===== src/rtl/control_unit.sv =====
// control_unit: main decoder for the RV64 integer subset.
//   Decodes a 32-bit instruction into datapath control flags and a 4-bit ALU
//   op code. The decode is combinational; every output is registered, giving
//   exactly one cycle of latency with stall (hold) and flush (bubble) control.
// Ports:
//   clk, rst_n          rising-edge clock, asynchronous active-low reset
//   instr[31:0]         instruction word to decode
//   stall               hold all output registers
//   flush               load NOP controls with illegal=0 (wins over stall)
//   RegWrite, MemWrite, MemRead, ALUSrc, MemToReg, Branch
//                       registered datapath control flags
//   ALUctl[3:0]         registered ALU op code (ADD..SRL = 0..6)
//   illegal             registered: instruction outside the supported subset
module control_unit (
  input  logic        clk,
  input  logic        rst_n,
  input  logic [31:0] instr,
  input  logic        stall,
  input  logic        flush,
  output logic        RegWrite,
  output logic        MemWrite,
  output logic        MemRead,
  output logic        ALUSrc,
  output logic        MemToReg,
  output logic        Branch,
  output logic [3:0]  ALUctl,
  output logic        illegal
);

  localparam logic [3:0] ALU_ADD = 4'b0000;
  localparam logic [3:0] ALU_SUB = 4'b0001;
  localparam logic [3:0] ALU_AND = 4'b0010;
  localparam logic [3:0] ALU_OR  = 4'b0011;
  localparam logic [3:0] ALU_XOR = 4'b0100;
  localparam logic [3:0] ALU_SLL = 4'b0101;
  localparam logic [3:0] ALU_SRL = 4'b0110;

  localparam logic [6:0] OP_R  = 7'b0110011;
  localparam logic [6:0] OP_I  = 7'b0010011;
  localparam logic [6:0] OP_LD = 7'b0000011;
  localparam logic [6:0] OP_SD = 7'b0100011;
  localparam logic [6:0] OP_BR = 7'b1100011;

  typedef struct packed {
    logic       reg_write;
    logic       mem_write;
    logic       mem_read;
    logic       alu_src;
    logic       mem_to_reg;
    logic       branch;
    logic [3:0] alu_ctl;
    logic       illegal;
  } ctl_t;

  // All-zero is NOP controls (ALU_ADD == 0) with illegal cleared.
  localparam ctl_t CTL_NOP = '0;

  logic [6:0] opcode;
  logic [2:0] funct3;
  logic [6:0] funct7;
  assign opcode = instr[6:0];
  assign funct3 = instr[14:12];
  assign funct7 = instr[31:25];

  // Register and immediate fields do not affect decode.
  logic unused_fields;
  assign unused_fields = ^{instr[24:15], instr[11:7]};

  ctl_t dec;
  logic legal;

  always_comb begin
    dec   = CTL_NOP;
    legal = 1'b0;
    case (opcode)
      OP_R: begin
        dec.reg_write = 1'b1;
        legal         = 1'b1;
        case ({funct7, funct3})
          {7'h00, 3'b000}: dec.alu_ctl = ALU_ADD;
          {7'h20, 3'b000}: dec.alu_ctl = ALU_SUB;
          {7'h00, 3'b111}: dec.alu_ctl = ALU_AND;
          {7'h00, 3'b110}: dec.alu_ctl = ALU_OR;
          {7'h00, 3'b100}: dec.alu_ctl = ALU_XOR;
          {7'h00, 3'b001}: dec.alu_ctl = ALU_SLL;
          {7'h00, 3'b101}: dec.alu_ctl = ALU_SRL;
          default:         legal       = 1'b0;
        endcase
      end
      OP_I: begin
        dec.reg_write = 1'b1;
        dec.alu_src   = 1'b1;
        legal         = 1'b1;
        case (funct3)
          3'b000: dec.alu_ctl = ALU_ADD;
          3'b111: dec.alu_ctl = ALU_AND;
          3'b110: dec.alu_ctl = ALU_OR;
          3'b100: dec.alu_ctl = ALU_XOR;
          // instr[25] is shamt[5] on RV64, so only [31:26] must be zero.
          3'b001: begin dec.alu_ctl = ALU_SLL; legal = (instr[31:26] == 6'b0); end
          3'b101: begin dec.alu_ctl = ALU_SRL; legal = (instr[31:26] == 6'b0); end
          default: legal = 1'b0;
        endcase
      end
      OP_LD: if (funct3 == 3'b011) begin
        legal          = 1'b1;
        dec.reg_write  = 1'b1;
        dec.mem_read   = 1'b1;
        dec.alu_src    = 1'b1;
        dec.mem_to_reg = 1'b1;
      end
      OP_SD: if (funct3 == 3'b011) begin
        legal         = 1'b1;
        dec.mem_write = 1'b1;
        dec.alu_src   = 1'b1;
      end
      OP_BR: if (funct3 == 3'b000) begin
        legal       = 1'b1;
        dec.branch  = 1'b1;
        dec.alu_ctl = ALU_SUB;
      end
      default: ;
    endcase
    if (!legal) begin
      dec         = CTL_NOP;
      dec.illegal = 1'b1;
    end
  end

  ctl_t ctl_d, ctl_q;

  always_comb begin
    ctl_d = dec;
    if (flush)      ctl_d = CTL_NOP;
    else if (stall) ctl_d = ctl_q;
  end

  always_ff @(posedge clk or negedge rst_n) begin
    if (!rst_n) ctl_q <= CTL_NOP;
    else        ctl_q <= ctl_d;
  end

  assign RegWrite = ctl_q.reg_write;
  assign MemWrite = ctl_q.mem_write;
  assign MemRead  = ctl_q.mem_read;
  assign ALUSrc   = ctl_q.alu_src;
  assign MemToReg = ctl_q.mem_to_reg;
  assign Branch   = ctl_q.branch;
  assign ALUctl   = ctl_q.alu_ctl;
  assign illegal  = ctl_q.illegal;

endmodule


===== config.mk =====
export PLATFORM = sky130hd
export DESIGN_NAME = control_unit
export DESIGN_NICKNAME = d
export VERILOG_FILES = /design/src/rtl/control_unit.sv
export SDC_FILE = /design/constraint.sdc
export NUM_CORES = 1
export LEC_CHECK = 0
export CAP_MARGIN = 30
export CORE_AREA = 2 2 46 48
export DETAILED_ROUTE_END_ITERATION = 10
export DIE_AREA = 0 0 48 50
export HOLD_SLACK_MARGIN = 0.1
export PLACE_DENSITY = 0.8
export SETUP_SLACK_MARGIN = 0.5
export SLEW_MARGIN = 20
export SYNTH_ARGS = -nofsm -noshare
export SYNTH_HDL_FRONTEND = slang
export SYNTH_SLANG_ARGS = --single-unit

===== constraint.sdc =====
create_clock -name clk -period 0.9 [get_ports clk]
set_input_delay 0.09 -clock clk [delete_from_list [all_inputs] [get_ports clk]]
set_output_delay 0.09 -clock clk [all_outputs]
set_load 0.1 [all_outputs]

## After elaboration in Yosys (flattened, before gate mapping)

Cells that the tools add are included.

| storage, ports and cells | value |
|---|---|
| memories | 0 |
| flip-flop bits (word level) | 11 |
| bits in writable memories | 0 |
| bits in read-only memories | 0 |
| word-level logic and storage cells | 53 |
| bits in latches | 0 |
| input port bits | 36 |

| operators by class | value |
|---|---|
| div/mod/pow operators | 0 |
| reductions and logical operators | 8 |
| $mul | 0 |
| equal/unequal tests | 18 |
| shift-type cells | 0 |
| magnitude comparators | 0 |
| add/subtract/negate cells | 0 |
| bitwise operators | 0 |
| multiplexer cells | 19 |

Operator list:

| operator | count |
|---|---|
| == test 10 x 3 -> 1 bit (second input constant) | 4 |
| two-way mux 11 bit | 3 |
| one-hot mux 3 bit (6 select lines) | 1 |
| one-hot mux 3 bit (5 select lines) | 1 |
| == test 7 x 6 -> 1 bit (second input constant) | 2 |
| == test 3 bit (second input constant) | 4 |
| one-hot mux 4 bit (3 select lines) | 1 |
| == test 10 x 1 -> 1 bit (second input constant) | 1 |
| == test 10 x 9 -> 1 bit (second input constant) | 1 |
| zero test 10 bit | 1 |
| == test 7 x 2 -> 1 bit (second input constant) | 1 |
| == test 7 x 5 -> 1 bit (second input constant) | 1 |
| == test 7 bit (second input constant) | 1 |
| two-way mux 1 bit | 7 |
| OR reduction 7 bit | 1 |
| zero test 6 bit | 1 |
| OR reduction 2 bit | 3 |
| two-way mux 5 bit | 1 |
| one-hot mux 1 bit (2 select lines) | 2 |
| one-hot mux 1 bit (4 select lines) | 1 |
| OR reduction 4 bit | 1 |
| == test 3 x 1 -> 1 bit (second input constant) | 1 |
| == test 3 x 2 -> 1 bit (second input constant) | 1 |
| zero test 3 bit | 1 |
| other kinds (3) | 3 |

## Depth between registers and ports, before layout

| logic depth | value |
|---|---|
| depth after elaboration | 7 |
| mapped depth | 6 |
| gate-level depth less buffers | 5 |

## Worst setup path after synthesis

No wires, ideal clock.

| timing path | value |
|---|---|
| kind | input to register |
| start | in instr[27] |
| end | reg ctl_q, in the netlist ALUctl[0] |
| arrival | 1.420 ns |
| setup time | 0.095 ns |
| buffers on the path | 0 |
| required time | 0.805 ns |
| setup slack | -0.615 ns |
| stages | 5 |
| cell sequence | or3_1 or4_4 nor3_4 nor3_1 o31ai_1 |

| between the ends | value |
|---|---|
| longest elaborated chain between the ends | 7 |

Ends and longest elaborated chain:

| element | RTL line | source |
|---|---|---|
| from (decl) | 17 | `input logic [31:0] instr,` |
| == test 10 x 3 -> 1 bit (tied with other cells) | 79 | `case ({funct7, funct3})` |
| OR reduction 7 bit (no source line) | - |  |
| two-way mux 1 bit | 79 |  |
| one-hot mux 1 bit (4 select lines) | 75 | `case (opcode)` |
| two-way mux 11 bit (*) | 124 | `if (!legal) begin` |
| two-way mux 11 bit (*) | 135 | `else if (stall) ctl_d = ctl_q;` |
| two-way mux 11 bit (*) | 134 | `if (flush) ctl_d = CTL_NOP;` |
| to (signal assigned) | 140 | `else ctl_q <= ctl_d;` |
| to (decl) | 130 | `ctl_t ctl_d, ctl_q;` |

Mark *: on every way between the ends. The rest lies on a longest branch, timed or not. The select of a mux whose other input is x is not followed.
A chain may end at the register's enable or synchronous reset.

## Final worst setup path

| timing path | value |
|---|---|
| start | in instr[27] |
| end | reg ctl_q, in the netlist ALUctl[1] |

Same word-level chain as after synthesis.

==> results.cfg <==
[floorplanning]
die_h_um = 50
core_area_um2 = 1900
row_count = 16
die_w_um = 48
io_pins = 47
start_util_pct = 35.1
die_area_um2 = 2400

[timing]
rsz0062_at_grt = yes
fin_skew_ns = 0
tns_ns = -4.70
period_needed_ns = 1.42
slew_violations = 0
period_share_pct = 158
worst_slack_ns = -0.522
final-setup-viol-count = 19
max_freq_mhz = 703
hold_violations = 0

[detailed_routing]
met1_length_um = 800
via_per_inst = 5.26
vias = 852
drc = 0
dr_wl_met2_um = 1270
routed_wl_um = 2210
detail_route.iter0.violations = 23
antenna_left = 0
wl_per_cell_um = 13.6
dr_wl_met3_um = 119
top_layer_used = met4
first_pass_iters = 4

[worst_setup_path]
cp-start-kind = primary input
cp_max_fo = 6
crit_path_end_kind = flop
path_cells = buf_6 -> or3_4 -> or4_4 -> nor3_4 -> o21ai_1 -> o31ai_1
cpPeakStageDelay_ns = 0.43
crit_type = primary input to flop
r2r_start = MemWrite$_DFFE_PN0P_
cp.buffers_inverters = 1
worstPathArrival_ns = 1.57
path_delay_family = simple AND/OR/NAND/NOR gates
slowest_stage = or4_4
crit_required_ns = 1.05
startpoint = instr[27]

[final_layout]
areaGrowthSynthToFinish_pct = 119
diodes = 0
layout-drive-gt1-share_pct = 62.2
final_cell_mix = buf_4, buf_6, buf_12
mostFrequentLayoutCell = buf_4
nets = 172

[yosys]
yosysWarnings = 0
synth_nets = 115
synthCells = 79
synth.avg_cell_area_um2 = 8.44
synth-seq-cells = 9
syn-cell-area_um2 = 667
seq_area_frac_synth_pct = 33.8
ys.flop_type = dfrtp_1
ys_async_sr_fraction_pct = 100
synth_edf_count = 0
synthDistinctLibCells = 32

[clock_tree]
clkSinkCount = 9
cts_tree = done
clk_pin_slew_ns = 0.06
clockBufferDepth = 2
cts_buffers = 3
clk_latency_ns = 0.25
hold_buffers = 0
htreeDepth = 1
root_buffer = clkbuf_4

[power_and_ir_drop]
switching_power_mw = 0.309
p_leak_nw = 0.595
clkPwrFrac_pct = 27.9
p_per_area_nw_per_um2 = 731
internal_power_mw = 0.758
p_sw_share_pct = 29.0
power_mw = 1.07
peakVddDrop_mv = 0.472
seq_power_share_pct = 38.7
combPwrFrac_pct = 33.4

[global_routing]
globalRoute.totalOverflow = 0
grt_max_degree = 16
antenna_found_initial = 0
grt_pass1_vias = 839
track_usage_pct = 19.0
grt_pass1_wl_um = 3400

[place]
portBuffers = 30
hpwl_um = 1590
globalplace.congestion = 0.803

[status]
status = complete, but fails checks
violations = setup timing

[min_path]
hold_class = primary input to async pin

[flow_run]
cap_violations = 0
logic make-up (layout without fill, tap and decap cells):
family / after synthesis / after routing / synth area share, %
AOI/OAI and AO/OA: 22 / 22 / 19.3
buffers and inverters: 6 / 62 / 5.82
muxes: 1 / 1 / 1.50
other: 1 / 1 / 0.562
DFF: 9 / 9 / 33.8
and+or+nand+nor: 40 / 40 / 39.0
area by class of cell:
type,instances,area [um^2]
clock buffers,4,26.3
fillers,129,443
inverters,1,3.75
multi-input cells,64,543
flip-flops and latches,9,255
well taps,27,33.8
repair buffers,57,597
metrics by stage:
| stage | cells | util [%] | setup WS (ns) | cell area (um^2) | hold slack (ns) |
|---|---|---|---|---|---|
| after global routing | 162 | 76.7 | -0.569 | 1460 | 0.129 |
| after floorplan | 79 | - | -0.553 | 763 | -0.206 |
| after CTS | 158 | 72.2 | -0.647 | 1370 | 0.107 |
| after global placement | 151 | 68.2 | -1.01 | 1300 | 0.388 |
| after detailed placement | 151 | 68.2 | -1.12 | 1300 | 0.385 |
| final | 162 | 76.7 | -0.522 | 1460 | 0.113 |
state kept, by name, indices dropped and copies added, names as in the netlist:
register and count:
ALUSrc 1, MemWrite 1, Branch 1, illegal 1
MemToReg 1, RegWrite 1, ALUctl 3
metal layers:
layer / up-vias / track usage [%]
met5: - / 0
met2: 39 / 35.8
met4: 0 / 3.60
met3: 2 / 1.47
met1: 399 / 21.9
li1: 412 / -
worst paths after layout:
check | endpoint | slack, ns | cells past startpoint
max in group asynchronous | ALUctl[2]$_DFFE_PN0P_ | 0.63 | 2
min in group clk | ALUctl[0]$_DFFE_PN0P_ | 0.25 | 5
hold reg to reg | ALUctl[0]$_DFFE_PN0P_ | 0.61 | 2
setup / recovery | ALUctl[1]$_DFFE_PN0P_ | -0.52 | 6
hold / removal | MemWrite$_DFFE_PN0P_ | 0.11 | 2
setup reg to reg | MemWrite$_DFFE_PN0P_ | -0.02 | 3
Yosys cell counts, types with 2 or more instances:
library cell   n  area share [%]
nand3b_1       4             4.5
dfrtp_1        9              34
buf_4          4             4.5
or3_2          2             2.3
nor3_1         7             5.3
nor2_1         5             2.8
a21oi_1       10             7.5
or4_1          2             2.3
o31ai_1        3             3.4
nor4b_1        2             2.6
nand2_1        7             3.9
o21ai_0        4             3.0
timing repair:
item | in CTS | in global routing
cloned | 0 | 0
buffers inserted | 3 | 4
gates resized for setup | 56 | 25
pin swaps | 11 | 13
setup endpoints to repair | 19 | 19
power by group through the flow:
| stage | Combinational [mW] | Clock [mW] | Sequential [mW] |
|---|---|---|---|
| 6_report | 0.357 | 0.298 | 0.412 |
| 5_1_grt | 0.379 | 0.332 | 0.412 |
| 4_1_cts | 0.323 | 0.313 | 0.412 |
| 3_5_place_dp | 0.322 | 0 | 0.421 |
| 3_3_place_gp | 0.316 | 0 | 0.421 |
| 2_1_floorplan | 0.103 | 0 | 0.442 |
worst reg2reg max path, cell delays in order, from the launching register on:
cell	delay, ns
dfrtp_4	0.49
buf_4	0.15
a21oi_2	0.12
nor2_1	0.05
(Power assumes the default switching activity.)
